==> src/rtl/shift_rgst_pkg.sv <==
// Shared types for the shift_rgst block: shift-mode encoding, FSM states and
// the vacated-bit selection helper used by the datapath.
package shift_rgst_pkg;

  typedef enum logic [1:0] {
    MODE_LOG = 2'b00,
    MODE_ARI = 2'b01,
    MODE_ROT = 2'b10,
    MODE_SER = 2'b11
  } mode_e;

  typedef enum logic [1:0] {
    IDLE  = 2'b00,
    SHIFT = 2'b01,
    DONE  = 2'b10
  } state_e;

  // Bit entering the vacated position for one shift step.
  // Arithmetic left behaves as logical left; only arithmetic right copies the MSB.
  function automatic logic fill_bit(input mode_e mode, input logic dir,
                                    input logic msb, input logic out_bit,
                                    input logic sin);
    logic res;
    res = 1'b0;
    case (mode)
      MODE_LOG: res = 1'b0;
      MODE_ARI: res = dir ? msb : 1'b0;
      MODE_ROT: res = out_bit;
      MODE_SER: res = sin;
      default:  res = 1'b0;
    endcase
    return res;
  endfunction

endpackage

==> src/rtl/shift_rgst_ctl.sv <==
// Control for shift_rgst: IDLE/SHIFT/DONE state machine and step counter.
// Decides when a load is allowed, when a start is accepted and when the
// datapath takes a shift step. The requested amount is converted here into
// the real number of steps (saturated to W, or modulo W for rotate).
module shift_rgst_ctl
  import shift_rgst_pkg::*;
#(
  parameter int W  = 8,
  parameter int CW = $clog2(W) + 1
) (
  input  logic          clk,
  input  logic          rst_b,
  input  logic          clr,
  input  logic          ld,
  input  logic          start,
  input  logic [1:0]    mode,
  input  logic [CW-1:0] amt,
  output logic          busy,
  output logic          done,
  output logic          accept,
  output logic          load_en,
  output logic          step
);

  localparam logic [CW-1:0] CNT_ZERO = {CW{1'b0}};
  localparam logic [CW-1:0] CNT_ONE  = {{(CW-1){1'b0}}, 1'b1};
  localparam logic [CW-1:0] CNT_W    = CW'(W);
  localparam logic [31:0]   W_U      = 32'(W);

  state_e        state_q, state_d;
  logic [CW-1:0] cnt_q, cnt_d;
  logic [CW-1:0] eff_cnt_s;
  logic [31:0]   amt_ext_s;
  logic          idle_like_s;

  assign amt_ext_s   = 32'(amt);
  assign idle_like_s = (state_q == IDLE) || (state_q == DONE);

  // clr beats ld beats start; nothing new is taken while a shift is running
  assign load_en = ld && !clr && idle_like_s;
  assign accept  = start && !ld && !clr && idle_like_s;
  assign step    = (state_q == SHIFT) && !clr;
  assign busy    = (state_q == SHIFT);
  assign done    = (state_q == DONE);

  // Number of steps an accepted start will run: rotate wraps, others saturate at W
  always_comb begin
    eff_cnt_s = amt;
    if (mode_e'(mode) == MODE_ROT) begin
      eff_cnt_s = CW'(amt_ext_s % W_U);
    end else if (amt > CNT_W) begin
      eff_cnt_s = CNT_W;
    end else begin
      eff_cnt_s = amt;
    end
  end

  // Next state and step counter
  always_comb begin
    state_d = state_q;
    cnt_d   = cnt_q;
    if (clr) begin
      state_d = IDLE;
      cnt_d   = CNT_ZERO;
    end else begin
      case (state_q)
        IDLE, DONE: begin
          if (accept) begin
            if (eff_cnt_s == CNT_ZERO) begin
              state_d = DONE;
              cnt_d   = CNT_ZERO;
            end else begin
              state_d = SHIFT;
              cnt_d   = eff_cnt_s;
            end
          end else begin
            state_d = IDLE;
            cnt_d   = CNT_ZERO;
          end
        end
        SHIFT: begin
          cnt_d = cnt_q - CNT_ONE;
          if (cnt_q == CNT_ONE) begin
            state_d = DONE;
          end else begin
            state_d = SHIFT;
          end
        end
        default: begin
          state_d = IDLE;
          cnt_d   = CNT_ZERO;
        end
      endcase
    end
  end

  // State and counter registers with synchronous active-low reset
  always_ff @(posedge clk) begin
    if (!rst_b) begin
      state_q <= IDLE;
      cnt_q   <= CNT_ZERO;
    end else begin
      state_q <= state_d;
      cnt_q   <= cnt_d;
    end
  end

endmodule

==> src/rtl/shift_rgst.sv <==
// shift_rgst: W-bit shift register with parallel load and a multi-cycle
// shift operation (logical, arithmetic, rotate, serial-in), one position
// per clock. Control lives in shift_rgst_ctl; the datapath is here.
// Optional feature: define SHIFT_RGST_CARRY_EN to get a cout register that
// captures the last bit shifted out; otherwise cout is tied low.
module shift_rgst
  import shift_rgst_pkg::*;
#(
  parameter int W  = 8,
  parameter int CW = $clog2(W) + 1
) (
  input  logic          clk,
  input  logic          rst_b,
  input  logic          clr,
  input  logic          ld,
  input  logic [W-1:0]  d,
  input  logic          start,
  input  logic          dir,
  input  logic [1:0]    mode,
  input  logic [CW-1:0] amt,
  input  logic          sin,
  output logic [W-1:0]  q,
  output logic          busy,
  output logic          done,
  output logic          sout,
  output logic          cout
);

  logic         busy_s, done_s, accept_s, load_en_s, step_s;
  logic [W-1:0] q_q, q_d;
  mode_e        mode_q, mode_d;
  logic         dir_q, dir_d;
  logic         out_bit_s, fill_s;
  logic [W-1:0] shifted_s;

  shift_rgst_ctl #(
    .W  (W),
    .CW (CW)
  ) u_ctl (
    .clk     (clk),
    .rst_b   (rst_b),
    .clr     (clr),
    .ld      (ld),
    .start   (start),
    .mode    (mode),
    .amt     (amt),
    .busy    (busy_s),
    .done    (done_s),
    .accept  (accept_s),
    .load_en (load_en_s),
    .step    (step_s)
  );

  // One-position shift of the current contents using the latched mode/direction
  always_comb begin
    out_bit_s = dir_q ? q_q[0] : q_q[W-1];
    fill_s    = fill_bit(mode_q, dir_q, q_q[W-1], out_bit_s, sin);
    if (dir_q) begin
      shifted_s = {fill_s, q_q[W-1:1]};
    end else begin
      shifted_s = {q_q[W-2:0], fill_s};
    end
  end

  // Next register contents and operation latch (mode/dir frozen at start)
  always_comb begin
    q_d    = q_q;
    mode_d = mode_q;
    dir_d  = dir_q;
    if (clr) begin
      q_d = {W{1'b0}};
    end else if (load_en_s) begin
      q_d = d;
    end else if (step_s) begin
      q_d = shifted_s;
    end else begin
      q_d = q_q;
    end
    if (accept_s) begin
      mode_d = mode_e'(mode);
      dir_d  = dir;
    end else begin
      mode_d = mode_q;
      dir_d  = dir_q;
    end
  end

  // Datapath registers with synchronous active-low reset
  always_ff @(posedge clk) begin
    if (!rst_b) begin
      q_q    <= {W{1'b0}};
      mode_q <= MODE_LOG;
      dir_q  <= 1'b0;
    end else begin
      q_q    <= q_d;
      mode_q <= mode_d;
      dir_q  <= dir_d;
    end
  end

  assign q    = q_q;
  assign busy = busy_s;
  assign done = done_s;
  // Outgoing bit is only meaningful while a shift is in progress
  assign sout = busy_s ? out_bit_s : 1'b0;

`ifdef SHIFT_RGST_CARRY_EN
  logic cout_q, cout_d;

  // Carry follows the outgoing bit on every step, holds otherwise
  always_comb begin
    cout_d = cout_q;
    if (clr) begin
      cout_d = 1'b0;
    end else if (step_s) begin
      cout_d = out_bit_s;
    end else begin
      cout_d = cout_q;
    end
  end

  // Carry register with synchronous active-low reset
  always_ff @(posedge clk) begin
    if (!rst_b) begin
      cout_q <= 1'b0;
    end else begin
      cout_q <= cout_d;
    end
  end

  assign cout = cout_q;
`else
  assign cout = 1'b0;
`endif

endmodule

==> config.mk <==
export PLATFORM = sky130hd
export DESIGN_NAME = shift_rgst
export DESIGN_NICKNAME = d
export VERILOG_FILES = /design/src/rtl/shift_rgst_pkg.sv /design/src/rtl/shift_rgst_ctl.sv /design/src/rtl/shift_rgst.sv
export SDC_FILE = /design/constraint.sdc
export NUM_CORES = 1
export LEC_CHECK = 0
export ABC_AREA = 1
export BUFFER_PORTS_ARGS = -buffer_cell sky130_fd_sc_hd__buf_2
export CORE_ASPECT_RATIO = 1.2
export CORE_MARGIN = 1.5
export CORE_UTILIZATION = 50
export CTS_CLUSTER_SIZE = 8
export DETAILED_ROUTE_END_ITERATION = 10
export PLACE_DENSITY = 0.8
export SLEW_MARGIN = 20
export SYNTH_ARGS = -nofsm -noshare
export SYNTH_HDL_FRONTEND = slang
export SYNTH_SLANG_ARGS = --single-unit
==> constraint.sdc <==
create_clock -name clk -period 3.01 [get_ports clk]
set_clock_uncertainty 0.05 [all_clocks]
set_input_delay 0.1505 -clock clk [delete_from_list [all_inputs] [get_ports clk]]
set_output_delay 0.1505 -clock clk [all_outputs]
set_load 0.02 [all_outputs]
Yosys cells after proc, flatten, opt, wreduce, memory -nomap -nowiden
Index checks and enable logic that the tools add are counted.
{"block": "op_classes", "addsub": 1, "mux": 16, "reduce_logical": 15, "eq_ne": 7, "magnitude_cmp": 1, "bitwise_logic": 1}
{"op": "8-bit two-way mux", "n": 3}
{"op": "4-bit two-way mux", "n": 4}
{"op": "2-bit == test, second input constant", "n": 4}
{"op": "4-bit case mux with 2 select lines", "n": 1}
{"op": "1-bit logical AND", "n": 6}
{"op": "2-bit two-way mux", "n": 3}
{"op": "2-bit by 1-bit == test with 1-bit output, second input constant", "n": 2}
{"op": "4-bit by 1-bit == test with 1-bit output, second input constant", "n": 1}
{"op": "4-bit > comparator, second input constant", "n": 1}
{"op": "2-bit zero test", "n": 2}
{"op": "4-bit zero test", "n": 1}
{"op": "1-bit case mux with 4 select lines", "n": 1}
{"op": "2-bit case mux with 2 select lines", "n": 1}
{"op": "2-bit OR reduction", "n": 2}
{"op": "4-bit by 1-bit subtractor with 4-bit output, second input constant", "n": 1}
{"op": "1-bit two-way mux", "n": 3}
{"op": "1-bit zero test", "n": 2}
{"op": "2-bit nonzero test", "n": 1}
{"op": "1-bit logical OR", "n": 1}
{"op": "1-bit NOT", "n": 1}
{"block": "totals", "wordCells": 46, "output_inout_bits": 12, "ff_bits": 17}

Depth between registers and ports, before layout
{"block": "logic_depth", "ltp_word": 7, "depth_mapped": 9}

Modules after synthesis
Synthesis repeated with hierarchy kept, for this count alone.
{"block": "unflattened", "hier_cells": 149, "hier_area_um2": 1047.3}
{"module": "shift_rgst", "area_per_inst_um2": 623.1, "cells_each": 88, "instances": 1}
{"module": "shift_rgst_ctl", "area_per_inst_um2": 424.2, "cells_each": 61, "instances": 1}

Worst setup path before layout
No wires, ideal clock.
{"block": "synth_path", "kind": "register to output", "startpoint": "register q_q[0], in the netlist q[0]", "endpoint": "output sout", "path_stages_with_launch": 3, "slack_ps": 1885, "arrival_time_ps": 925, "path_cell_list": "dfxtp_1 > nand2_1 > a21oi_1"}
{"block": "synth_via", "elab_chain_cells": 2}
{"item": "start, declared", "line_no": "shift_rgst.sv:30", "source": "logic [W-1:0] q_q, q_d;"}
{"item": "start signal, assigned", "line_no": "shift_rgst.sv:91", "source": "q_q <= {W{1'b0}};"}
{"item": "start signal, assigned", "line_no": "shift_rgst.sv:95", "source": "q_q <= q_d;"}
{"item": "1-bit two-way mux", "line_no": "shift_rgst.sv:56", "source": "out_bit_s = dir_q ? q_q[0] : q_q[W-1];"}
{"item": "1-bit two-way mux", "line_no": "shift_rgst.sv:105", "source": "assign sout = busy_s ? out_bit_s : 1'b0;"}
{"item": "end, declared", "line_no": "shift_rgst.sv:25", "source": "output logic sout,"}
No other way between the ends.

Final worst setup path
{"block": "layout_path", "startpoint": "register dir_q", "endpoint": "output sout"}
{"block": "layout_via", "elab_chain_cells": 2}
{"item": "start, declared", "line_no": "shift_rgst.sv:32", "source": "logic dir_q, dir_d;"}
{"item": "start signal, assigned", "line_no": "shift_rgst.sv:97", "source": "dir_q <= dir_d;"}
{"item": "1-bit two-way mux", "line_no": "shift_rgst.sv:56"}
{"item": "1-bit two-way mux", "line_no": "shift_rgst.sv:105"}
No other way between the ends.

==> results by group <==
Timing
  • Fin crit period: 1.67 ns
  • Max-slew violation count: 0
  • Slew HR: 0.655
  • Final TNS setup: 0 ns
  • Worst-margin pin slew: roughly 0.52 ns
  • Unrepaired setup endpoints after global routing: false
  • Tcrit/Tclk final: 0.555
  • Final setup fails: 0
  • Max Fclk: around 600 MHz
  • Final hold vios: 0

Clock network
  • Post-CTS Resized: 0
  • Root buf cell: clkbuf_4
  • CTS clk-pin slew, worst paths: 0.11 ns
  • CTS buffer count: 3
  • Clk sinks: 17
  • H-Tree Level Count: 1
  • Setup bufs post-CTS: 0
  • CTS max path bufs: 2
  • CTS tree: yes
  • Skew-Pair Late Insertion Delay: 0.30 ns
  • Hold_buf cts: 0

Synthesis
  • Synth Warn #: 0
  • Mapped Area: approximately 970 µm²
  • Cells after Synth: 140
  • Count of cell types in the netlist: 28
  • Post-synth ARST share: 0
  • Mapped Avg Cell Area: 6.90 µm²
  • Predominant post-synthesis flop cell: dfxtp_1
  • Net Count, Synth: 163
  • Number of synthesized flops with an enable pin: 0
  • Synth Register Bits: 17
  • Sequential cell area fraction in the yosys report: 0.352

Routing
  • Final antenna-violating net count: 0
  • Residual DRC count: 0
  • Via count: 1,034
  • Vias/cell: 5.41
  • Final wirelength: 2170 µm
  • Drt wl/cell: approximately 11 µm
  • 1st-pass router iterations: 4
  • DRT iter0 DRCs: 15

Floorplanning
  • Die Y: 51.2 µm
  • Core area: around 1800 µm²
  • Die area: 2210 µm²
  • Cell Rows: 17
  • Io pins: 33
  • Die X: ~43 µm
  • Initial Util: 0.528

Final layout
  • Final Util: 0.626
  • Area of the multi-input gates: about 520 µm²
  • ANT cells: 0
  • FF/Latch Area: 340 µm²
  • Area Overhead vs Synth: 18.5%
  • Layout cell share with drive strength beyond 1: 0.262
  • Commonest non-fill, non-tap cell in the layout: buf_2
  • NumNets Final: around 200
  • Highest-count cells in the layout ignoring fill and taps: 31 x buf_2, 30 x nand2_1, 18 x inv_1
  • Fill cells: 185

Global routing
  • GRT overflow: 0
  • First-pass GRT wire length: 3600 µm
  • Initial antenna violation count: 0
  • Number of global-route vias before repair: 927
  • Largest net degree at the start of global routing: 14
  • All-Layer GR Usage: 0.216

Critical path
  • Required @ worst endpoint: 2.81 ns
  • Crit end category: output port
  • Startpoint Class: flop
  • Worst Path Class, Setup: reg2out
  • Arrival time at the worst endpoint: 1.47 ns
  • Crit Path Max Fanout: 11

Power and ir drop
  • Max VDD drop: 0.230 mV
  • P per Cell Area: roughly 390 nW/µm²
  • Pleak: 0.538 nW

Placed design
  • DPL Wire Length: approximately 1700 µm
  • Buffers added on ports: 31
  • Routability Congestion: 0.864

Run status
  • Status: complete, no violations

Hold path
  • Worst Hold Class: in2reg

Run
  • Maxcap violations: 0
## synthesized netlist by cell type, types with 2 or more instances
library cell,count,area share
nand2_1,30,0.12
inv_1,18,0.070
dfxtp_1,17,0.35
a21oi_1,13,0.067
nor2_1,12,0.047
o21ai_0,8,0.041
a31oi_1,5,0.032
nand3_1,5,0.026
o211ai_1,5,0.039
inv_2,3,0.012
a22oi_1,2,0.016
buf_4,2,0.016
ha_1,2,0.026
o21ai_1,2,0.010
o21ai_2,2,0.018
or2_2,2,0.013
## worst max-delay path, stage by stage (launching register included)
cell      delay [ns]
dfxtp_1         0.51
clkinv_1        0.29
nand2_1         0.14
a21oi_1         0.07
buf_2           0.16
## where the power goes
part | internal, mW | switching, mW
clock | 0.0518 | 0.0787
sequential | 0.232 | 0.00680
combinational | 0.0296 | 0.0456
## layer usage
metal	routed length [µm]	up-vias	share of wire	global-route usage
met4	61	0	0.028	0.146
met3	99	7	0.046	0.0212
met2	1130	36	0.52	0.393
li1	-	525	-	-
met1	874	466	0.40	0.229
met5	0	-	0	0
## cell families (layout without fill, tap and decap cells)
family          Yosys count  count (layout)  share of synthesized area
compound gates           40              40                      0.246
fa+ha+maj                 2               2                     0.0259
buf+inv                  25              57                      0.113
flops                    17              17                      0.352
other cells               1               1                    0.00388
simple gates             55              55                      0.259
## stage by stage
stage / instance area [µm²] / power (mW) / worst slack (ns) / std cells / hold WS, ns
3_3_place_gp: 1120 / 0.316 / 1.63 / 187 / 0.350
2_1_floorplan: 966 / 0.294 / 1.88 / 140 / 0.235
6_report: 1140 / 0.444 / 1.34 / 191 / 0.0268
5_1_grt: 1140 / 0.465 / 1.20 / 191 / 0.0246
4_1_cts: 1140 / 0.446 / 1.34 / 191 / 0.0295
3_5_place_dp: 1120 / 0.319 / 1.56 / 187 / 0.349
## layout make-up
class | count | share of cell area
clock buffers | 4 | 0.0230
inverters | 22 | 0.0721
repair buffers | 31 | 0.136
flip-flops and latches | 17 | 0.297
well taps | 19 | 0.0208
multi-input cells | 98 | 0.451
## flip-flops by register name, indices dropped and copies added, names as in the netlist
signal	flops
q	8
u_ctl.state_q	2
mode_q	2
u_ctl.cnt_q	4
dir_q	1
## final timing paths
kind,startpoint,to,slack (ns),cells past startpoint
setup / recovery,dir_q$_SDFFE_PN0P_,sout,1.34,4
hold reg to reg,q[0]$_SDFFE_PP0P_,q[0]$_SDFFE_PP0P_,0.46,2
setup reg to reg,u_ctl.state_q[1]$_SDFF_PP0_,q[0]$_SDFFE_PP0P_,1.54,7
hold / removal,mode[1],mode_q[1]$_SDFFE_PN0P_,0.03,3
(Power assumes the default switching activity.)
